File: src/rtl/lc3_pkg.sv
// Shared LC3 definitions: data/index widths, writeback source encodings and
// condition-code bit positions.
package lc3_pkg;

  localparam int LC3_DW    = 16;
  localparam int LC3_NREGS = 8;
  localparam int LC3_AW    = 3;

  typedef enum logic [1:0] {
    WB_ALU  = 2'd0,
    WB_MEM  = 2'd1,
    WB_PC   = 2'd2,
    WB_NONE = 2'd3
  } wb_sel_e;

  localparam int PSR_N = 2;
  localparam int PSR_Z = 1;
  localparam int PSR_P = 0;

  // Exactly one of N/Z/P is set for any value.
  function automatic logic [2:0] lc3_nzp(input logic [LC3_DW-1:0] v);
    logic [2:0] cc;
    cc        = 3'b000;
    cc[PSR_N] = v[LC3_DW-1];
    cc[PSR_Z] = (v == '0);
    cc[PSR_P] = ~v[LC3_DW-1] & (v != '0);
    return cc;
  endfunction

endpackage

File: src/rtl/lc3_regfile.sv
// Eight 16-bit general-purpose registers: one synchronous write port,
// two asynchronous read ports, synchronous clear.
module lc3_regfile
  import lc3_pkg::*;
(
  input  logic              clock,
  input  logic              reset,
  input  logic              we,
  input  logic [LC3_AW-1:0] waddr,
  input  logic [LC3_DW-1:0] wdata,
  input  logic [LC3_AW-1:0] raddr1,
  input  logic [LC3_AW-1:0] raddr2,
  output logic [LC3_DW-1:0] rdata1,
  output logic [LC3_DW-1:0] rdata2
);

  logic [LC3_DW-1:0] regs_q [LC3_NREGS];
  logic [LC3_DW-1:0] regs_d [LC3_NREGS];

  always_comb begin
    regs_d = regs_q;
    if (we) regs_d[waddr] = wdata;
  end

  genvar gi;
  generate
    for (gi = 0; gi < LC3_NREGS; gi++) begin : g_reg
      always_ff @(posedge clock) begin
        if (reset) regs_q[gi] <= '0;
        else       regs_q[gi] <= regs_d[gi];
      end
    end
  endgenerate

  assign rdata1 = regs_q[raddr1];
  assign rdata2 = regs_q[raddr2];

endmodule

File: src/rtl/lc3_writeback.sv
// LC3 writeback stage: result select, register-file commit, NZP update and
// operand reads for Execute. Define LC3_WRITEBACK_BYPASS_EN for write-through reads.
module lc3_writeback
  import lc3_pkg::*;
(
  input  logic              clock,
  input  logic              reset,
  input  logic              enable_writeback,
  input  logic [1:0]        W_Control,
  input  logic [LC3_DW-1:0] aluout,
  input  logic [LC3_DW-1:0] pcout,
  input  logic [LC3_DW-1:0] memout,
  input  logic [LC3_AW-1:0] dr,
  input  logic [LC3_AW-1:0] sr1,
  input  logic [LC3_AW-1:0] sr2,
  output logic [LC3_DW-1:0] VSR1,
  output logic [LC3_DW-1:0] VSR2,
  output logic [2:0]        psr
);

  logic [LC3_DW-1:0] dr_in;
  logic              commit;
  logic [2:0]        psr_q, psr_d;
  logic [LC3_DW-1:0] rf_rd1, rf_rd2;

  always_comb begin
    dr_in = aluout;
    case (wb_sel_e'(W_Control))
      WB_ALU:  dr_in = aluout;
      WB_MEM:  dr_in = memout;
      WB_PC:   dr_in = pcout;
      default: dr_in = aluout;
    endcase
  end

  assign commit = enable_writeback && (wb_sel_e'(W_Control) != WB_NONE);

  always_comb begin
    psr_d = psr_q;
    if (commit) psr_d = lc3_nzp(dr_in);
  end

  always_ff @(posedge clock) begin
    if (reset) psr_q <= 3'b000;
    else       psr_q <= psr_d;
  end

  assign psr = psr_q;

  lc3_regfile u_regfile (
    .clock  (clock),
    .reset  (reset),
    .we     (commit),
    .waddr  (dr),
    .wdata  (dr_in),
    .raddr1 (sr1),
    .raddr2 (sr2),
    .rdata1 (rf_rd1),
    .rdata2 (rf_rd2)
  );

`ifdef LC3_WRITEBACK_BYPASS_EN
  // Forward the value being committed so Execute needn't stall on RAW.
  assign VSR1 = (commit && (sr1 == dr)) ? dr_in : rf_rd1;
  assign VSR2 = (commit && (sr2 == dr)) ? dr_in : rf_rd2;
`else
  assign VSR1 = rf_rd1;
  assign VSR2 = rf_rd2;
`endif

endmodule

File: config.mk
export PLATFORM = sky130hd
export DESIGN_NAME = lc3_writeback
export DESIGN_NICKNAME = d
export VERILOG_FILES = /design/src/rtl/lc3_pkg.sv /design/src/rtl/lc3_regfile.sv /design/src/rtl/lc3_writeback.sv
export SDC_FILE = /design/constraint.sdc
export NUM_CORES = 1
export LEC_CHECK = 0
export CORE_ASPECT_RATIO = 2
export CORE_MARGIN = 2
export CORE_UTILIZATION = 55
export DETAILED_ROUTE_END_ITERATION = 7
export MAX_ROUTING_LAYER = met4
export PLACE_DENSITY = 0.8
export SYNTH_ARGS = -nofsm -noshare
export SYNTH_HDL_FRONTEND = slang
export SYNTH_SLANG_ARGS = --single-unit
File: constraint.sdc
create_clock -name clock -period 2.5 [get_ports clock]
set_input_delay 0.5 -clock clock [delete_from_list [all_inputs] [get_ports clock]]
set_output_delay 0.5 -clock clock [all_outputs]
set_load 0.01 [all_outputs]
==> impl_metrics.json, run 1 <==
{
  "worstPathArrival_ns": 1.99,
  "worst_setup_path_end_kind": "primary output",
  "grt_pass1_wl_um": 35930,
  "final.min_clock_period_ns": 2.493,
  "synth-seq-cells": 131,
  "cts_tree": "built",
  "final_routed_drc_violation_total": 0,
  "detail_route.iter0.violations": 667,
  "final_gp_congestion": 0.8578,
  "internal_power_mw": 4.240,
  "cp-start-kind": "input pin",
  "layout-drive-gt1-share": 0.2788,
  "io_buffers": 96,
  "die_w_um": 84.20,
  "critPathMaxStageDelay_ns": 0.37,
  "first_pass_iters": 7,
  "grt_overflow": 0,
  "num_io_pins": 97,
  "power.total_mw": 5.635,
  "cts_hold_repair.buffers": 0,
  "finalHoldViolations": 0,
  "dieArea_um2": 13840,
  "synth_area_um2": 7074,
  "die_extent_in_y_um": 164.4,
  "slew_headroom": 0.5311,
  "routed-via-count": 6222,
  "signed_area_change_from_the_synthesized_netlist_to_the_final_layout_pct": 31.78,
  "globalRouteTotalUtil": 0.3588,
  "maxSlewViolCount": 0,
  "max_slew.worst_pin.slew_ns": 0.7033,
  "seq_area_frac_synth": 0.3707,
  "routed_wl_um": 23880,
  "cts.clk_slew.worst_paths_ns": 0.06,
  "power_frac_comb": 0.142,
  "ctsHtreeMaxLevel": 4,
  "outcome": "completed",
  "power_frac_seq": 0.383,
  "synth.distinct_cells": 35,
  "crit_type": "in2out",
  "timing.critical_path.cells": "clkdlybuf4s15_2 -> buf_12 -> mux4_2 -> mux2_2 -> dlygate4sd2_1",
  "switching_power_share_of_the_total": 0.2475,
  "post_synth.cell_area_avg_um2": 10.83,
  "crit_path_top_delay_cell": "sky130_fd_sc_hd__mux4_2",
  "ir_worst_vdd_uv": 545.8,
  "start_util": 0.5635,
  "power.density_cell_area_nw_per_um2": 604.4,
  "total_switching_power_mw": 1.395,
  "finalCritPeriodShare": 0.9971,
  "timing.hold.worst.class": "reg2reg",
  "route.antenna.remaining_nets": 0,
  "grt_antenna_before_repair": 0,
  "pin_count_of_the_biggest_net_entering_global_routing": 64,
  "finClkSkew_ns": 0,
  "cts.sinks": 131,
  "max-cap-violations": 0,
  "dp_hpwl_um": 14650,
  "number_of_buffers_created_by_cts": 17,
  "synthesis.yosys.warnings": 0,
  "max_clock_freq_mhz": 401.2,
  "clkLatencyLatePin_ns": 0.42,
  "nNetsFinal": 834,
  "cts.root.buffer_cell": "sky130_fd_sc_hd__clkbuf_16",
  "cp.required_ns": 2.00,
  "static_leakage_power_nw": 3.994,
  "setup_violations": 0,
  "clockBufferDepth": 2,
  "p_clk_frac": 0.475,
  "n_antenna_cell": 0,
  "total_core_area_um2": 12550,
  "post-route-util": 0.7426,
  "syn-instance-count": 653,
  "first_global_vias": 6512,
  "timing.critical_path.fanout_max": 16,
  "routed_via_density": 6.676,
  "synth_fp_nets": 718,
  "route.detailed.wl_per_inst_um": 25.62,
  "rows": 58
}
[cells in the final DEF, fill, tap and decap left out, drive strengths merged, types with 4 or more instances in the layout]
| master | n |
|---|---|
| a21oi | 33 |
| a22oi | 16 |
| buf | 60 |
| bufinv | 4 |
| clkbuf | 21 |
| clkdlybuf4s15 | 4 |
| clkdlybuf4s50 | 59 |
| clkinv | 5 |
| dfxtp | 131 |
| dlygate4sd2 | 30 |
| mux2 | 32 |
| mux2i | 96 |
| mux4 | 64 |
| nand2 | 86 |
| nor2 | 100 |
| nor4 | 4 |
| o21ai | 16 |
[power by group through the flow]
stage                     Clock (mW)  Sequential (mW)  Combinational [mW]
final                           2.68             2.16               0.801
after global routing            2.77             2.16               0.839
after CTS                       2.67             2.15               0.774
after detailed placement           0             2.20               0.744
after global placement             0             2.19               0.725
after floorplan                    0             2.19               0.410
[metal layers]
layer / up-vias / wire (µm) / GRT usage / share of wire
li1: 2610 / - / - / -
met3: 152 / 1841 / 0.06847 / 0.077
met5: - / 0 / - / 0
met2: 457 / 12550 / 0.6281 / 0.53
met1: 3003 / 7646 / 0.3485 / 0.32
met4: 0 / 1839 / 0.2603 / 0.077
[logic make-up (layout without fill, tap and decap cells)]
group,count (synthesis),in the layout,synth area share
AO/OA/AOI/OAI,67,67,0.06915
adder cells (fa/ha/maj),3,3,0.005307
buffers and inverters,58,187,0.04616
flip-flops,131,131,0.3707
multiplexers,192,192,0.3905
AND/OR/NAND/NOR,202,202,0.1181
[stage by stage]
stage                      TNS, ns  worst slack [ns]  area (µm²)  instances  hold slack (ns)
after floorplan                  0            0.2572        7074        653           0.4429
after global placement      -11.72           -0.3652        8524        889           0.4479
after detailed placement    -12.53           -0.3902        8524        889           0.4581
after CTS                        0           0.02201        9263        927           0.4723
after global routing      -0.02021          -0.02021        9323        932           0.4906
final                            0          0.007199        9323        932           0.4747
[final timing paths]
kind                            slack (ns)                                  to                                from  cells after the start
worst max-delay path                 0.007                            VSR1[10]                              sr1[1]                      5
worst min-delay path                  0.47   u_regfile.regs_q[20]$_SDFFE_PP0P_   u_regfile.regs_q[20]$_SDFFE_PP0P_                      2
worst max register to register        1.68  u_regfile.regs_q[105]$_SDFFE_PP0P_  u_regfile.regs_q[105]$_SDFFE_PP0P_                      2
worst min register to register        0.47   u_regfile.regs_q[20]$_SDFFE_PP0P_   u_regfile.regs_q[20]$_SDFFE_PP0P_                      2
[final cells by class]
type | count | area [µm²]
Multi-Input combinational cell | 464 | 4146
Fill cell | 818 | 3232
Sequential cell | 131 | 2623
Timing Repair Buffer | 153 | 1722
Clock buffer | 21 | 460.4
Tap cell | 150 | 187.7
Clock inverter | 11 | 176.4
Inverter | 2 | 7.507
[registers in the layout, indices dropped and copies added, names as in the netlist]
register / count
psr: 3
u_regfile.regs_q: 128
[Yosys cell counts, drive strengths merged]
cell / instances / area share
dfxtp: 131 / 0.37
nor2: 100 / 0.053
mux2i: 96 / 0.14
nand2: 86 / 0.046
mux4: 64 / 0.20
a21oi: 33 / 0.023
buf: 32 / 0.032
mux2: 32 / 0.051
clkbuf: 24 / 0.013
a22oi: 16 / 0.022
o21ai: 16 / 0.020
nor4: 4 / 0.0053
ha: 3 / 0.0053
inv: 2 / 0.0011
nand3: 2 / 0.0021
nand3b: 2 / 0.0021
nand4: 2 / 0.0018
nor3: 2 / 0.0021
nor3b: 2 / 0.0035
a22o: 1 / 0.0012
and2b: 1 / 0.0012
nand2b: 1 / 0.00088
o31ai: 1 / 0.0018
[critical path, delay by kind of cell]
family                 cells  cell delay (ns)
multiplexers               2             0.68
buffers and inverters      3             0.80
[repair_timing]
| action | 4_1_cts | 5_1_grt |
|---|---|---|
| setup buffers | 2 | 5 |
| gates cloned | 4 | 0 |
| setup endpoints to repair | 32 | 2 |
| resized for setup | 47 | 2 |
| pin swaps | 0 | 1 |
(Power assumes the default switching activity.)
==> inputs of run 2 (changes only) <==
Clock period 2.5 ns to 2.38 ns, I/O delays scaled along.
==> impl_metrics.json, run 2 (synthesis gave the netlist of run 1 again) <==
{
  "power.density_cell_area_nw_per_um2": 626.3,
  "critPathMaxStageDelay_ns": 0.52,
  "layout-drive-gt1-share": 0.2874,
  "grt_pass1_wl_um": 35590,
  "detail_route.iter0.violations": 805,
  "timing.critical_path.fanout_max": 3,
  "dpl_worst_slack_ns": -0.4855,
  "setup_violations": 0,
  "total_core_area_um2": 12550,
  "timing.rr.start": "u_regfile.regs_q[69]$_SDFFE_PP0P_",
  "globalRouteTotalUtil": 0.3527,
  "number_of_buffers_created_by_cts": 17,
  "die_w_um": 84.20,
  "io_buffers": 96,
  "maxSlewViolCount": 0,
  "finalSetupTns_ns": 0,
  "first_pass_iters": 6,
  "static_leakage_power_nw": 3.988,
  "max-cap-violations": 0,
  "timing.hold.worst.class": "in2reg",
  "routed_wl_um": 23920,
  "slew_headroom": 0.6378,
  "crit_path_top_delay_cell": "sky130_fd_sc_hd__mux4_2",
  "num_io_pins": 97,
  "startpoint_of_the_most_critical_hold_path": "reset",
  "most-common-layout-cells": "sky130_fd_sc_hd__dfxtp_1, sky130_fd_sc_hd__nor2_1, sky130_fd_sc_hd__mux2i_1, sky130_fd_sc_hd__nand2_1, sky130_fd_sc_hd__mux4_2",
  "worstRegToRegCells": 2,
  "cts.clk_slew.worst_paths_ns": 0.06,
  "cts_hold_repair.buffers": 0,
  "first_global_vias": 6518,
  "timing.hold.worst_path_depth": 2,
  "clockBufferDepth": 2,
  "timing.critical_path.cells": "mux4_2 -> mux2_2 -> dlygate4sd2_1",
  "start_util": 0.5635,
  "largest_register": "u_regfile.regs_q",
  "ir_worst_vdd_uv": 606.1,
  "max_clock_freq_mhz": 420.5,
  "final-instance-count-excl-fill": 933,
  "max_slew.worst_pin.slew_ns": 0.5433,
  "die_extent_in_y_um": 164.4,
  "final_routed_drc_violation_total": 0,
  "cts.root.buffer_cell": "sky130_fd_sc_hd__clkbuf_16",
  "crit_type": "reg2out",
  "finClkSkew_ns": 0,
  "placed_cells_incl_taps": 889,
  "route.antenna.remaining_nets": 0,
  "cp.required_ns": 1.90,
  "clkLatencyLatePin_ns": 0.43,
  "finalHoldViolations": 0,
  "grt_overflow": 0,
  "ctsHtreeMaxLevel": 4,
  "timing.reg2reg.setup_slack_ns": 1.59,
  "route.detailed.wl_per_inst_um": 25.64,
  "signed_area_change_from_the_synthesized_netlist_to_the_final_layout_pct": 32.35,
  "largest_register_ffs": 128,
  "worstPathArrival_ns": 1.90,
  "outcome": "completed",
  "post-route-util": 0.7458,
  "layout_setup_ws_ns": 0.001954,
  "dp_hpwl_um": 14580,
  "cp-start-kind": "flip-flop",
  "setup.worst_path.start": "u_regfile.regs_q[119]$_SDFFE_PP0P_",
  "n_antenna_cell": 0,
  "final.min_clock_period_ns": 2.378,
  "worst_setup_path_end_kind": "primary output",
  "final_gp_congestion": 0.8427,
  "cts.sinks": 131,
  "dieArea_um2": 13840,
  "grt_antenna_before_repair": 0,
  "cts_tree": "built",
  "routed-via-count": 6260,
  "final_common_cell": "sky130_fd_sc_hd__dfxtp_1",
  "rows": 58,
  "nNetsFinal": 835,
  "pin_count_of_the_biggest_net_entering_global_routing": 121,
  "routed_via_density": 6.710,
  "finalCritPeriodShare": 0.9992
}
[run 2: cell count changes in the layout (fill, tap and decap cells not counted), sizes merged, moves of 2 or more]
cell           delta
clkinv            -2
inv               +4
dlygate4sd2       -7
clkdlybuf4s15     +2
buf               +3
[run 2: worst paths after layout]
| kind | endpoint |
|---|---|
| setup / recovery | VSR2[7] |
| hold / removal | u_regfile.regs_q[4]$_SDFFE_PP0P_ |
| setup reg to reg | u_regfile.regs_q[69]$_SDFFE_PP0P_ |
| hold reg to reg | u_regfile.regs_q[19]$_SDFFE_PP0P_ |
[run 2: critical path: cells and delay by family, from the launching register on]
family   cells  cell delay, ns
flops        1            0.36
mux          2            0.82
buf+inv      1            0.29
[run 2: repair_timing]
| item | CTS | global route |
|---|---|---|
| buffers inserted | 6 | 1 |
| resized for setup | 62 | 8 |
| pin swaps | 1 | 1 |
| setup endpoints to repair | 33 | 13 |
| cloned | 3 | 2 |
[run 2: through the flow]
stage / instance area, µm² / power [mW] / hold WS, ns
after floorplan: 7074 / 2.726 / 0.4429
after global placement: 8549 / 3.071 / 0.4485
after detailed placement: 8549 / 3.092 / 0.4579
after CTS: 9296 / 5.810 / 0.3340
after global routing: 9363 / 5.991 / 0.3469
final: 9363 / 5.864 / 0.3375
[run 2: routing by layer]
metal  wire (µm)  vias up  global-route usage
li1            -     2606                   -
met1        7303     2953              0.3383
met2       12550      515              0.6201
met3        2087      186             0.07946
met4        1985        0              0.2419
met5           0        -                   -
[run 2: where the power goes]
group,switching (mW),internal (mW)
clock network,1.05,1.69
logic,0.436,0.419
registers,0.0350,2.23
[run 2: cell type report]
type | count | area, µm²
flip-flops and latches | 131 | 2623
repair buffers | 154 | 1775
clock inverters | 13 | 171.4
multi-input cells | 464 | 4155
inverters | 2 | 7.507
clock buffers | 19 | 442.9
well taps | 150 | 187.7
fillers | 794 | 3192
==> inputs of run 3 (changes only) <==
--- a/constraint.sdc
+++ b/constraint.sdc
@@ -3,2 +3,2 @@
 set_output_delay 0.476 -clock clock [all_outputs]
-set_load 0.01 [all_outputs]
+set_load 0.02 [all_outputs]
==> impl_metrics.json, run 3 (synthesis gave the netlist of run 1 again) <==
{
  "outcome": "completed",
  "worstPathArrival_ns": 1.89,
  "ctsHtreeMaxLevel": 4,
  "clockBufferDepth": 2,
  "power.total_mw": 5.538,
  "cp.required_ns": 1.90,
  "routed_via_density": 6.695,
  "grt_pass1_wl_um": 34920,
  "power.density_cell_area_nw_per_um2": 601.6,
  "routed-via-count": 6200,
  "cts.clk_slew.worst_paths_ns": 0.06,
  "total_switching_power_mw": 1.474,
  "timing.critical_path.fanout_max": 16,
  "start_util": 0.5635,
  "placed_cells_incl_taps": 890,
  "die_extent_in_y_um": 164.4,
  "setup_violations": 0,
  "clkLatencyLatePin_ns": 0.42,
  "total_core_area_um2": 12550,
  "io_buffers": 96,
  "dieArea_um2": 13840,
  "internal_power_mw": 4.064,
  "crit_type": "in2out",
  "critPathMaxStageDelay_ns": 0.34,
  "final.min_clock_period_ns": 2.362,
  "final_routed_drc_violation_total": 0,
  "num_io_pins": 97,
  "grt_antenna_before_repair": 0,
  "cp-start-kind": "input pin",
  "max_clock_freq_mhz": 423.4,
  "globalRouteTotalUtil": 0.3472,
  "timing.critical_path.cells": "clkdlybuf4s15_2 -> buf_12 -> mux4_2 -> mux2_2 -> clkdlybuf4s15_1",
  "finClkSkew_ns": 0,
  "first_pass_iters": 6,
  "detail_route.iter0.violations": 666,
  "grt_overflow": 0,
  "maxSlewViolCount": 0,
  "power_frac_seq": 0.409,
  "cts.sinks": 131,
  "final-instance-count-excl-fill": 926,
  "n_antenna_cell": 0,
  "p_clk_frac": 0.439,
  "timing.reg2reg.setup_slack_ns": 1.62,
  "signed_area_change_from_the_synthesized_netlist_to_the_final_layout_pct": 30.12,
  "timing.hold.worst.class": "reg2reg",
  "route.antenna.remaining_nets": 0,
  "most-common-layout-cells": "sky130_fd_sc_hd__dfxtp_1, sky130_fd_sc_hd__nor2_1, sky130_fd_sc_hd__mux2i_1, sky130_fd_sc_hd__nand2_1, sky130_fd_sc_hd__mux4_2",
  "cts_tree": "built",
  "finalCritPeriodShare": 0.9924,
  "routed_wl_um": 23000,
  "dp_hpwl_um": 14920,
  "pin_count_of_the_biggest_net_entering_global_routing": 58,
  "cts.root.buffer_cell": "sky130_fd_sc_hd__clkbuf_16",
  "grt_setup_unrepaired": "yes",
  "power_frac_comb": 0.152,
  "final_gp_congestion": 0.8931,
  "largest_register": "u_regfile.regs_q",
  "layout-drive-gt1-share": 0.3106,
  "ir_worst_vdd_uv": 554.5,
  "finalHoldViolations": 0,
  "max_slew.worst_pin.slew_ns": 0.5740,
  "route.detailed.wl_per_inst_um": 24.84,
  "worst_setup_path_end_kind": "primary output",
  "largest_register_ffs": 128,
  "static_leakage_power_nw": 3.833,
  "first_global_vias": 6465,
  "crit_path_top_delay_cell": "sky130_fd_sc_hd__mux4_2",
  "finalSetupTns_ns": 0,
  "rows": 58,
  "nNetsFinal": 829,
  "hold_slack_ns": 0.4602,
  "final_common_cell": "sky130_fd_sc_hd__dfxtp_1",
  "die_w_um": 84.20,
  "max-cap-violations": 0,
  "slew_headroom": 0.6173,
  "switching_power_share_of_the_total": 0.2661,
  "number_of_buffers_created_by_cts": 17
}
-- run 3: cell types whose count changed in the layout (fill, tap and decap cells not counted), sizes merged, moves of 3 or more --
cell	previous run	this run
clkbuf	22	25
clkdlybuf4s15	6	19
clkinv	3	8
dlygate4sd2	23	0
inv	7	2
-- run 3: path summary, 6_finish.rpt --
check	start	to	cells after the start
worst max-delay path	sr1[1]	VSR1[14]	5
worst min-delay path	psr[2]$_SDFFE_PP0P_	psr[2]$_SDFFE_PP0P_	2
worst max register to register	u_regfile.regs_q[48]$_SDFFE_PP0P_	u_regfile.regs_q[48]$_SDFFE_PP0P_	2
worst min register to register	psr[2]$_SDFFE_PP0P_	psr[2]$_SDFFE_PP0P_	2
-- run 3: timing repair --
item	4_1_cts	5_1_grt
hold buffers	0	0
pin swaps	1	1
setup buffers	0	0
endpoints found under the hold margin	0	0
resized for setup	101	14
cloned	4	1
endpoints found under the setup margin	34	16
-- run 3: routing by layer --
| layer | GRT usage | wire length, µm | vias to the layer above |
|---|---|---|---|
| li1 | - | - | 2596 |
| met1 | 0.3334 | 7207 | 2963 |
| met2 | 0.5996 | 11950 | 479 |
| met3 | 0.07096 | 1892 | 162 |
| met4 | 0.2705 | 1952 | 0 |
| met5 | - | 0 | - |
-- run 3: worst max-delay path, delay by kind of cell --
family / cells / cell delay, ns
buffers and inverters: 3 / 0.78
multiplexers: 2 / 0.62
-- run 3: layout make-up --
class | count | area (µm²)
Clock buffer | 18 | 429.2
Tap cell | 150 | 187.7
Fill cell | 811 | 3349
Clock inverter | 13 | 115.1
Sequential cell | 131 | 2623
Timing Repair Buffer | 148 | 1692
Multi-Input combinational cell | 464 | 4151
Inverter | 2 | 7.507
-- run 3: power groups by stage --
stage,logic (mW),registers (mW),clock network (mW)
global route,0.884,2.27,2.52
global placement,0.776,2.30,0
detailed placement,0.793,2.31,0
finish,0.843,2.27,2.43
CTS,0.827,2.26,2.43
floorplan,0.439,2.30,0
-- run 3: metrics by stage --
stage | worst slack (ns) | utilization | instance area, µm²
6_report | 0.01815 | 0.7332 | 9205
5_1_grt | -0.01529 | 0.7332 | 9205
4_1_cts | 0.001330 | 0.7322 | 9193
3_5_place_dp | -0.5266 | 0.6806 | 8544
3_3_place_gp | -0.5121 | 0.6806 | 8544
2_1_floorplan | 0.1550 | - | 7074
